$ cat src/rtl/if_id_stage_if.sv
// Exception payload type and the fetch/decode handshake bundle for if_id_stage.
// The stage is the slave; the fetch/decode side (or a bench) is the master.
package Exception_Pkg;
  typedef struct packed {
    logic       raise;
    logic [3:0] code;
  } exception_t;
endpackage

interface if_id_stage_if;
  import Exception_Pkg::*;

  logic        if_valid;
  logic        if_ready;
  logic [31:0] instruction_addr_if;
  logic [31:0] instruction_if;
  exception_t  exception_if;
  logic        flush;

  logic        id_valid;
  logic        id_ready;
  logic [31:0] instruction_addr_id;
  logic [31:0] instruction_id;
  exception_t  exception_id;

  modport master (
    output if_valid, instruction_addr_if, instruction_if, exception_if, flush, id_ready,
    input  if_ready, id_valid, instruction_addr_id, instruction_id, exception_id
  );

  modport slave (
    input  if_valid, instruction_addr_if, instruction_if, exception_if, flush, id_ready,
    output if_ready, id_valid, instruction_addr_id, instruction_id, exception_id
  );
endinterface

$ cat src/rtl/if_id_stage.sv
// IF/ID pipeline register with valid/ready handshake and flush.
// Define IF_ID_SKID_BUFFER_EN for a two-entry skid buffer with registered if_ready.
module if_id_stage #(
  parameter logic [31:0] NOP_INSTR = 32'h0000_0013
) (
  input  logic             clk,
  input  logic             rst_n,
  if_id_stage_if.slave     bus
);
  import Exception_Pkg::*;

`ifdef IF_ID_SKID_BUFFER_EN
  typedef enum logic [1:0] {EMPTY, FULL, SKID} state_e;
`else
  typedef enum logic [1:0] {EMPTY, FULL} state_e;
`endif

  state_e      state_q;
  logic        id_valid_q;
  logic [31:0] main_addr_q;
  logic [31:0] main_instr_q;
  exception_t  main_exc_q;

  logic accept;
  logic retire;

  assign accept = bus.if_valid && bus.if_ready;
  assign retire = id_valid_q && bus.id_ready;

`ifdef IF_ID_SKID_BUFFER_EN
  logic        if_ready_q;
  logic [31:0] skid_addr_q;
  logic [31:0] skid_instr_q;
  exception_t  skid_exc_q;

  // Ready depends only on state, so no path from id_ready back to fetch.
  assign bus.if_ready = if_ready_q;

  // NOTE: skid data needs no reset; it is only ever read after being written.
  always_ff @(posedge clk) begin
    if (accept && state_q == FULL) begin
      skid_addr_q  <= bus.instruction_addr_if;
      skid_instr_q <= bus.instruction_if;
      skid_exc_q   <= bus.exception_if;
    end
  end
`else
  assign bus.if_ready = bus.id_ready || !id_valid_q;
`endif

  // NOTE: all state uses non-blocking assignments so every register samples pre-edge values.
  always_ff @(posedge clk) begin
    if (!rst_n) begin
      state_q      <= EMPTY;
      id_valid_q   <= 1'b0;
      main_addr_q  <= 32'h0;
      main_instr_q <= NOP_INSTR;
      main_exc_q   <= '0;
`ifdef IF_ID_SKID_BUFFER_EN
      if_ready_q   <= 1'b1;
`endif
    end else if (bus.flush) begin
      state_q    <= EMPTY;
      id_valid_q <= 1'b0;
`ifdef IF_ID_SKID_BUFFER_EN
      if_ready_q <= 1'b1;
`endif
    end else begin
      unique case (state_q)
        EMPTY: begin
          if (accept) begin
            state_q      <= FULL;
            id_valid_q   <= 1'b1;
            main_addr_q  <= bus.instruction_addr_if;
            main_instr_q <= bus.instruction_if;
            main_exc_q   <= bus.exception_if;
          end
        end
        FULL: begin
          if (accept && retire) begin
            main_addr_q  <= bus.instruction_addr_if;
            main_instr_q <= bus.instruction_if;
            main_exc_q   <= bus.exception_if;
          end else if (retire) begin
            state_q    <= EMPTY;
            id_valid_q <= 1'b0;
`ifdef IF_ID_SKID_BUFFER_EN
          end else if (accept) begin
            state_q    <= SKID;
            if_ready_q <= 1'b0;
`endif
          end
        end
`ifdef IF_ID_SKID_BUFFER_EN
        SKID: begin
          if (retire) begin
            state_q      <= FULL;
            if_ready_q   <= 1'b1;
            main_addr_q  <= skid_addr_q;
            main_instr_q <= skid_instr_q;
            main_exc_q   <= skid_exc_q;
          end
        end
`endif
        default: begin
          state_q    <= EMPTY;
          id_valid_q <= 1'b0;
        end
      endcase
    end
  end

  // The payload registers keep their last contents while empty; only the visible fields are masked.
  assign bus.id_valid            = id_valid_q;
  assign bus.instruction_addr_id = main_addr_q;
  assign bus.instruction_id      = id_valid_q ? main_instr_q : NOP_INSTR;
  assign bus.exception_id        = '{raise: main_exc_q.raise && id_valid_q, code: main_exc_q.code};

endmodule

$ cat src/flat_wrapper.sv
// flat-port wrapper written by rule: the top's interface ports become plain ports
module if_id_stage_flat import Exception_Pkg::*;
#(
  parameter logic [31:0] NOP_INSTR = 32'h0000_0013
)
  (clk, rst_n, bus_if_valid, bus_instruction_addr_if, bus_instruction_if, bus_exception_if, bus_flush, bus_id_ready, bus_if_ready, bus_id_valid, bus_instruction_addr_id, bus_instruction_id, bus_exception_id);
  if_id_stage_if bus_i ();
  input  logic clk;
  input  logic rst_n;
  input wire logic [$bits(bus_i.if_valid)-1:0] bus_if_valid;
  input wire logic [$bits(bus_i.instruction_addr_if)-1:0] bus_instruction_addr_if;
  input wire logic [$bits(bus_i.instruction_if)-1:0] bus_instruction_if;
  input wire logic [$bits(bus_i.exception_if)-1:0] bus_exception_if;
  input wire logic [$bits(bus_i.flush)-1:0] bus_flush;
  input wire logic [$bits(bus_i.id_ready)-1:0] bus_id_ready;
  output wire logic [$bits(bus_i.if_ready)-1:0] bus_if_ready;
  output wire logic [$bits(bus_i.id_valid)-1:0] bus_id_valid;
  output wire logic [$bits(bus_i.instruction_addr_id)-1:0] bus_instruction_addr_id;
  output wire logic [$bits(bus_i.instruction_id)-1:0] bus_instruction_id;
  output wire logic [$bits(bus_i.exception_id)-1:0] bus_exception_id;
  assign bus_i.if_valid = bus_if_valid;
  assign bus_i.instruction_addr_if = bus_instruction_addr_if;
  assign bus_i.instruction_if = bus_instruction_if;
  assign bus_i.exception_if = bus_exception_if;
  assign bus_i.flush = bus_flush;
  assign bus_i.id_ready = bus_id_ready;
  assign bus_if_ready = bus_i.if_ready;
  assign bus_id_valid = bus_i.id_valid;
  assign bus_instruction_addr_id = bus_i.instruction_addr_id;
  assign bus_instruction_id = bus_i.instruction_id;
  assign bus_exception_id = bus_i.exception_id;
  if_id_stage #(.NOP_INSTR(NOP_INSTR)) u_core (.clk(clk), .rst_n(rst_n), .bus(bus_i));
endmodule
$ cat config.mk
export PLATFORM = sky130hd
export DESIGN_NAME = if_id_stage_flat
export DESIGN_NICKNAME = d
export VERILOG_FILES = /design/src/rtl/if_id_stage_if.sv /design/src/rtl/if_id_stage.sv /design/src/flat_wrapper.sv
export SDC_FILE = /design/constraint.sdc
export NUM_CORES = 1
export LEC_CHECK = 0
export ABC_AREA = 0
export BUFFER_PORTS_ARGS = -buffer_cell sky130_fd_sc_hd__buf_2
export CAP_MARGIN = 25
export CORE_ASPECT_RATIO = 1.25
export CORE_MARGIN = 10
export CORE_UTILIZATION = 35
export CTS_BUF_LIST = sky130_fd_sc_hd__clkbuf_16
export DETAILED_ROUTE_END_ITERATION = 7
export PLACE_DENSITY_LB_ADDON = 0.25
export SLEW_MARGIN = 20
export SYNTH_ARGS = -nofsm -noshare
export SYNTH_HDL_FRONTEND = slang
export SYNTH_SLANG_ARGS = --single-unit
$ cat constraint.sdc
create_clock -name clk -period 2.98 [get_ports clk]
set_input_delay 0.149 -clock clk [delete_from_list [all_inputs] [get_ports clk]]
set_output_delay 0.149 -clock clk [all_outputs]
set_load 0.02 [all_outputs]
==> run_results.csv, run 1 <==
group,metric,value,unit
run_status,outcome,"completed",
die,die_w,103,µm
timing,period_share,0.479,
critical_path,critical-path-top-delay-family,"buffers and inverters",
critical_path,reg2regPathDepth,4,
timing,grt_setup_unrepaired,"no",
run,maxCapViolCount,0,
finish,area_delta_synth_final,33.8,%
timing,fmax,0.700,GHz
min_path,min_path_type,"in2reg",
die,dieArea,12800,µm²
clocking,postCtsHoldBufs,0,
placement,hpwl,5770,µm
detailed_routing,ant_nets,0,
finish,multi_input_area,1450,µm²
critical_path,cp_num_buf_inv,2,
timing,maxSlewHeadroom,0.651,
global_route,gr-usage-all-layers,0.120,
critical_path,cp.required,2.83,ns
critical_path,critPathArrivalTime,1.28,ns
global_route,antenna_found_initial,0,
global_route,grt_pass1_wl,12400,µm
clocking,clkSinkCount,70,
critical_path,crit_slowest_cell,"dfxtp_1",
finish,final_common_cell,"buf_2",
yosys,synth_cell_types,16,
timing,whs,0.0614,ns
die,initial_utilization,0.364,
finish,final_cell_mix,"buf_2, nand2_1, dfxtp_1",
min_path,hold-path-cell-count,3,
timing,final-max-slew-violation-count,0,
yosys,syn-instance-count,345,
die,num_rows,37,
yosys,synth_fp_nets,419,
detailed_routing,drt_iter0_drc,81,
min_path,hold_end,"u_core.bus.instruction_addr_id[5]$_SDFFE_PN0P_",
critical_path,ff2ff_setup_slack,1.60,ns
power_and_ir_drop,power_leakage,0.00198,µW
finish,nNetsFinal,548,
clocking,clock_latency,0.32,ns
yosys,yosysWarnings,0,
placement,place_congestion,0.728,
yosys,ys_seq_area_frac,0.463,
timing,hold_viol_final,0,
timing,finClkSkew,0.00577,ns
critical_path,r2r_start,"u_core.state_q[0]$_SDFFE_PP0P_",
detailed_routing,wire_per_inst,13.8,µm
power_and_ir_drop,ir_worst_vdd,272,µV
detailed_routing,vias,2613,
timing,worst-slew-pin-transition,0.524,ns
detailed_routing,drc,0,
detailed_routing,drt-pass1-iter-count,4,
finish,seq_area,1400,µm²
clocking,cts_inserted_buffers,9,
critical_path,critPathKind,"reg2out",
yosys,synth-seq-cells,70,
die,io_pins,145,
power_and_ir_drop,power_density,569,nW/µm²
clocking,cts_tree,"yes",
finish,fillers,825,
detailed_routing,viasPerCell,4.54,
global_route,gr-total-overflow,0,
die,core,8330,µm²
clocking,clockBufferDepth,2,
timing,tns,0,ns
clocking,htree_levels,3,
yosys,avgSynthCellArea,8.78,µm²
critical_path,worstPathCellList,"buf_4 -> and2_1 -> buf_2",
placement,dpl_cell_area,3760,µm²
detailed_routing,wl,7950,µm
min_path,hp-start,"bus_instruction_addr_if[5]",
critical_path,crit_path_max_incr_delay,0.32,ns
clocking,cts-root-buf,"clkbuf_16",
global_route,grt_pass1_vias,2622,
timing,min_period,1.43,ns
global_route,grt_max_degree,137,
placement,port_buffers,144,
clocking,cts_setup_buffers,0,
finish,drive_gt1_frac,0.345,
timing,setup_viol,0,
finish,final_area,4050,µm²
clocking,clkTransAtPathRegs,0.06,ns
finish,diodes,0,
critical_path,end_kind,"primary output",
critical_path,r2r_end,"u_core.bus.instruction_addr_id[13]$_SDFFE_PN0P_",
critical_path,cp-start-kind,"flip-flop",
clocking,cts_resized,0,
die,die_y,124,µm
critical_path,crit_fanout,34,
yosys,syn_area,3030,µm²
[cells by family after synthesis]
logic type | after synthesis | synth area share
flops | 70 | 0.463
compound gates | 3 | 0.00743
simple gates | 172 | 0.250
mux | 66 | 0.218
buf+inv | 34 | 0.0615
[Yosys cell counts (all sizes together)]
library cell / count / area share
nand2: 135 / 0.17
dfxtp: 70 / 0.46
mux2i: 66 / 0.22
and2: 30 / 0.062
buf: 16 / 0.039
clkbuf: 14 / 0.017
inv: 4 / 0.0050
nand4b: 3 / 0.0087
o211ai: 3 / 0.0074
nor3b: 2 / 0.0066
nor2: 1 / 0.0012
nor2b: 1 / 0.0045
[state kept, by name, summed over array words and instances, names as in the netlist]
signal	cells
u_core.main_exc_q	1
u_core.bus.instruction_addr_id	32
u_core.main_instr_q	32
u_core.bus.exception_id	4
u_core.state_q	1
[power breakdown]
part	internal (µW)	switching, µW
combinational	116	153
sequential	986	20.8
clock	641	389
[how the worst max path moves through the flow]
stage	from	end	slack [ns]	cells past startpoint
after detailed placement	u_core.state_q[0]$_SDFFE_PP0P_	u_core.bus.instruction_addr_id[17]$_SDFFE_PN0P_	1.57	4
after CTS	u_core.state_q[0]$_SDFFE_PP0P_	bus_instruction_id[27]	1.52	3
after global placement	u_core.state_q[0]$_SDFFE_PP0P_	u_core.main_instr_q[13]$_SDFFE_PN0P_	1.65	4
after global routing	u_core.state_q[0]$_SDFFE_PP0P_	bus_instruction_id[7]	1.45	3
final	u_core.state_q[0]$_SDFFE_PP0P_	bus_instruction_id[27]	1.55	3
after floorplan	u_core.state_q[0]$_SDFFE_PP0P_	u_core.bus.instruction_addr_id[20]$_SDFFE_PN0P_	1.58	6
[tightest hold or removal path, cell delays in order]
cell and delay, ns:
buf_2 0.10, nand2_1 0.04, mux2i_1 0.05
[stage by stage]
step | setup WS (ns) | cells | power (µW) | util
2_1_floorplan | 1.58 | 345 | 1200 | -
3_5_place_dp | 1.57 | 560 | 1300 | 0.452
3_3_place_gp | 1.65 | 560 | 1290 | 0.452
5_1_grt | 1.45 | 575 | 2410 | 0.486
6_report | 1.55 | 575 | 2300 | 0.486
4_1_cts | 1.52 | 575 | 2350 | 0.486
[routing by layer]
| layer | part of all wire | global-route usage | wire (µm) | vias up |
|---|---|---|---|---|
| met4 | 0.015 | 0.0514 | 116 | 0 |
| met3 | 0.11 | 0.0626 | 878 | 11 |
| li1 | - | - | - | 1345 |
| met2 | 0.47 | 0.187 | 3770 | 90 |
| met1 | 0.40 | 0.136 | 3190 | 1167 |
| met5 | 0 | 0 | 0 | - |
[final cells by class]
type | count | area share
Clock buffer | 9 | 0.0556
Clock inverter | 6 | 0.0157
Inverter | 4 | 0.00370
Multi-Input combinational cell | 241 | 0.357
Sequential cell | 70 | 0.346
Tap cell | 97 | 0.0299
Timing Repair Buffer | 148 | 0.192
(Power assumes the default switching activity.)
==> inputs of run 2 (changes only) <==
==> constraint.sdc (replaced) <==
create_clock -name clk -period 1.5 [get_ports clk]
set_input_delay 0.075 -clock clk [delete_from_list [all_inputs] [get_ports clk]]
set_output_delay 0.075 -clock clk [all_outputs]
set_load 0.02 [all_outputs]
==> run 2 against run 1 <==
  * Sequential share of layout area is 4.3 points lower
  * Largest cell class unchanged
  * Highest routed layer is now met5
  * Critical path type is now reg2reg
  * Global-route usage is 1.7 points higher
  * Power up 94%
==> run_results.csv, run 2 (synthesis results as in run 1) <==
group,metric,value,unit
finish,fillers,742,
die,die_y,124,µm
timing,setup_viol,0,
critical_path,reg2regPathDepth,4,
min_path,hold_end,"u_core.main_instr_q[13]$_SDFFE_PN0P_",
global_route,grt_pass1_wl,13900,µm
timing,min_period,1.39,ns
detailed_routing,vias,2847,
run,maxCapViolCount,0,
critical_path,ff2ff_setup_slack,0.11,ns
critical_path,cp.required,1.74,ns
finish,nNetsFinal,607,
detailed_routing,drt-pass1-iter-count,4,
clocking,cts_inserted_buffers,9,
timing,period_share,0.924,
timing,tns,0,ns
finish,area_delta_synth_final,52.8,%
critical_path,end_kind,"flip-flop",
critical_path,critPathArrivalTime,1.62,ns
global_route,gr-total-overflow,0,
timing,grt_setup_unrepaired,"no",
detailed_routing,viasPerCell,4.48,
detailed_routing,drt_iter0_drc,113,
clocking,htree_levels,3,
timing,maxSlewHeadroom,0.776,
die,io_pins,145,
power_and_ir_drop,ir_worst_vdd,590,µV
clocking,cts-root-buf,"clkbuf_16",
timing,hold_viol_final,0,
timing,final-max-slew-violation-count,0,
critical_path,r2r_end,"u_core.bus.instruction_addr_id[25]$_SDFFE_PN0P_",
timing,finClkSkew,0.00471,ns
detailed_routing,wire_per_inst,13.9,µm
clocking,clockBufferDepth,2,
die,core,8330,µm²
finish,fin_cells,635,
min_path,hold-path-cell-count,3,
power_and_ir_drop,power_leakage,0.00224,µW
clocking,cts_setup_buffers,0,
die,dieArea,12800,µm²
timing,worst-slew-pin-transition,0.335,ns
min_path,min_path_type,"in2reg",
timing,setup_ws,0.114,ns
detailed_routing,wl,8840,µm
clocking,clock_latency,0.32,ns
global_route,antenna_found_initial,2,
finish,final_common_cell,"buf_2",
global_route,grt_pass1_vias,2832,
placement,hpwl,5980,µm
detailed_routing,drc,0,
clocking,clkSinkCount,70,
detailed_routing,ant_nets,0,
finish,finalCoreUtilization,0.556,
die,num_rows,37,
critical_path,cp-start-kind,"flip-flop",
run_status,outcome,"completed",
global_route,gr-usage-all-layers,0.137,
critical_path,critPathKind,"reg2reg",
critical_path,r2r_start,"u_core.state_q[0]$_SDFFE_PP0P_",
clocking,clkTransAtPathRegs,0.05,ns
finish,final_cell_mix,"buf_2, nand2_1, dfxtp_1",
finish,drive_gt1_frac,0.302,
power_and_ir_drop,power_density,966,nW/µm²
placement,place_congestion,0.730,
critical_path,crit_fanout,28,
timing,fmax,0.722,GHz
placement,port_buffers,144,
die,die_w,103,µm
placement,placed_cells,562,
placement,pre_cts_ws,0.0980,ns
die,initial_utilization,0.364,
global_route,grt_max_degree,70,
min_path,hp-start,"bus_instruction_if[13]",
power_and_ir_drop,p_total,4470,µW
clocking,cts_tree,"yes",
run 2: cell types whose count changed in the layout (fill, tap and decap cells not counted), sizes merged:
| cell | change |
|---|---|
| buf | +2 |
| bufinv | -1 |
| clkinvlp | -2 |
| diode | +1 |
| dlygate4sd3 | +57 |
| inv | +3 |
run 2: layout make-up:
type | count | area (µm²) | area share
Multi-Input combinational cell | 241 | 1450 | 0.313
Clock buffer | 9 | 225 | 0.0486
Inverter | 4 | 15.0 | 0.00324
Antenna cell | 1 | 2.50 | 0.000541
Clock inverter | 6 | 23.8 | 0.00514
Sequential cell | 70 | 1400 | 0.303
Timing Repair Buffer | 207 | 1390 | 0.301
Tap cell | 97 | 121 | 0.0262
run 2: critical path, cell delays in order, from the launching register on:
cell and delay [ns]:
dfxtp_1 0.31, nor2b_4 0.13, nor3b_4 0.32, buf_12 0.26, mux2i_1 0.26
run 2: per-stage QoR:
stage / hold slack, ns / area (µm²)
floorplan: 0.151 / 3030
global placement: 0.321 / 3800
detailed placement: 0.330 / 3800
CTS: 0.000468 / 4620
global route: 0.00871 / 4630
finish: 0.0104 / 4630
run 2: layer usage:
metal / track usage / vias up / routed length, µm
met2: 0.220 / 92 / 4270
met3: 0.0587 / 15 / 821
met4: 0.0636 / 2 / 143
met5: 0 / - / 13
met1: 0.155 / 1265 / 3580
li1: - / 1473 / -
run 2: timing repair:
action | CTS | global route
endpoints found under the hold margin | 57 | 0
hold buffers | 57 | 0
setup endpoints to repair | 0 | 1
resized for setup | 0 | 1
run 2: how the worst max path moves through the flow:
stage	start	depth (start not counted)	slack (ns)	to
floorplan	u_core.state_q[0]$_SDFFE_PP0P_	6	0.1	u_core.bus.instruction_addr_id[20]$_SDFFE_PN0P_
global placement	u_core.state_q[0]$_SDFFE_PP0P_	4	0.16	u_core.main_instr_q[18]$_SDFFE_PN0P_
detailed placement	u_core.state_q[0]$_SDFFE_PP0P_	4	0.1	u_core.main_exc_q[4]$_SDFFE_PN0P_
CTS	u_core.state_q[0]$_SDFFE_PP0P_	3	0.09	bus_instruction_id[27]
global route	u_core.state_q[0]$_SDFFE_PP0P_	4	0.02	u_core.bus.instruction_addr_id[25]$_SDFFE_PN0P_
finish	u_core.state_q[0]$_SDFFE_PP0P_	4	0.11	u_core.bus.instruction_addr_id[25]$_SDFFE_PN0P_
run 2: report_power, final:
| group | switching, µW | internal (µW) | total, µW |
|---|---|---|---|
| Clock | 725 | 1070 | 1800 |
| Sequential | 42.3 | 1960 | 2000 |
| Combinational | 331 | 338 | 669 |
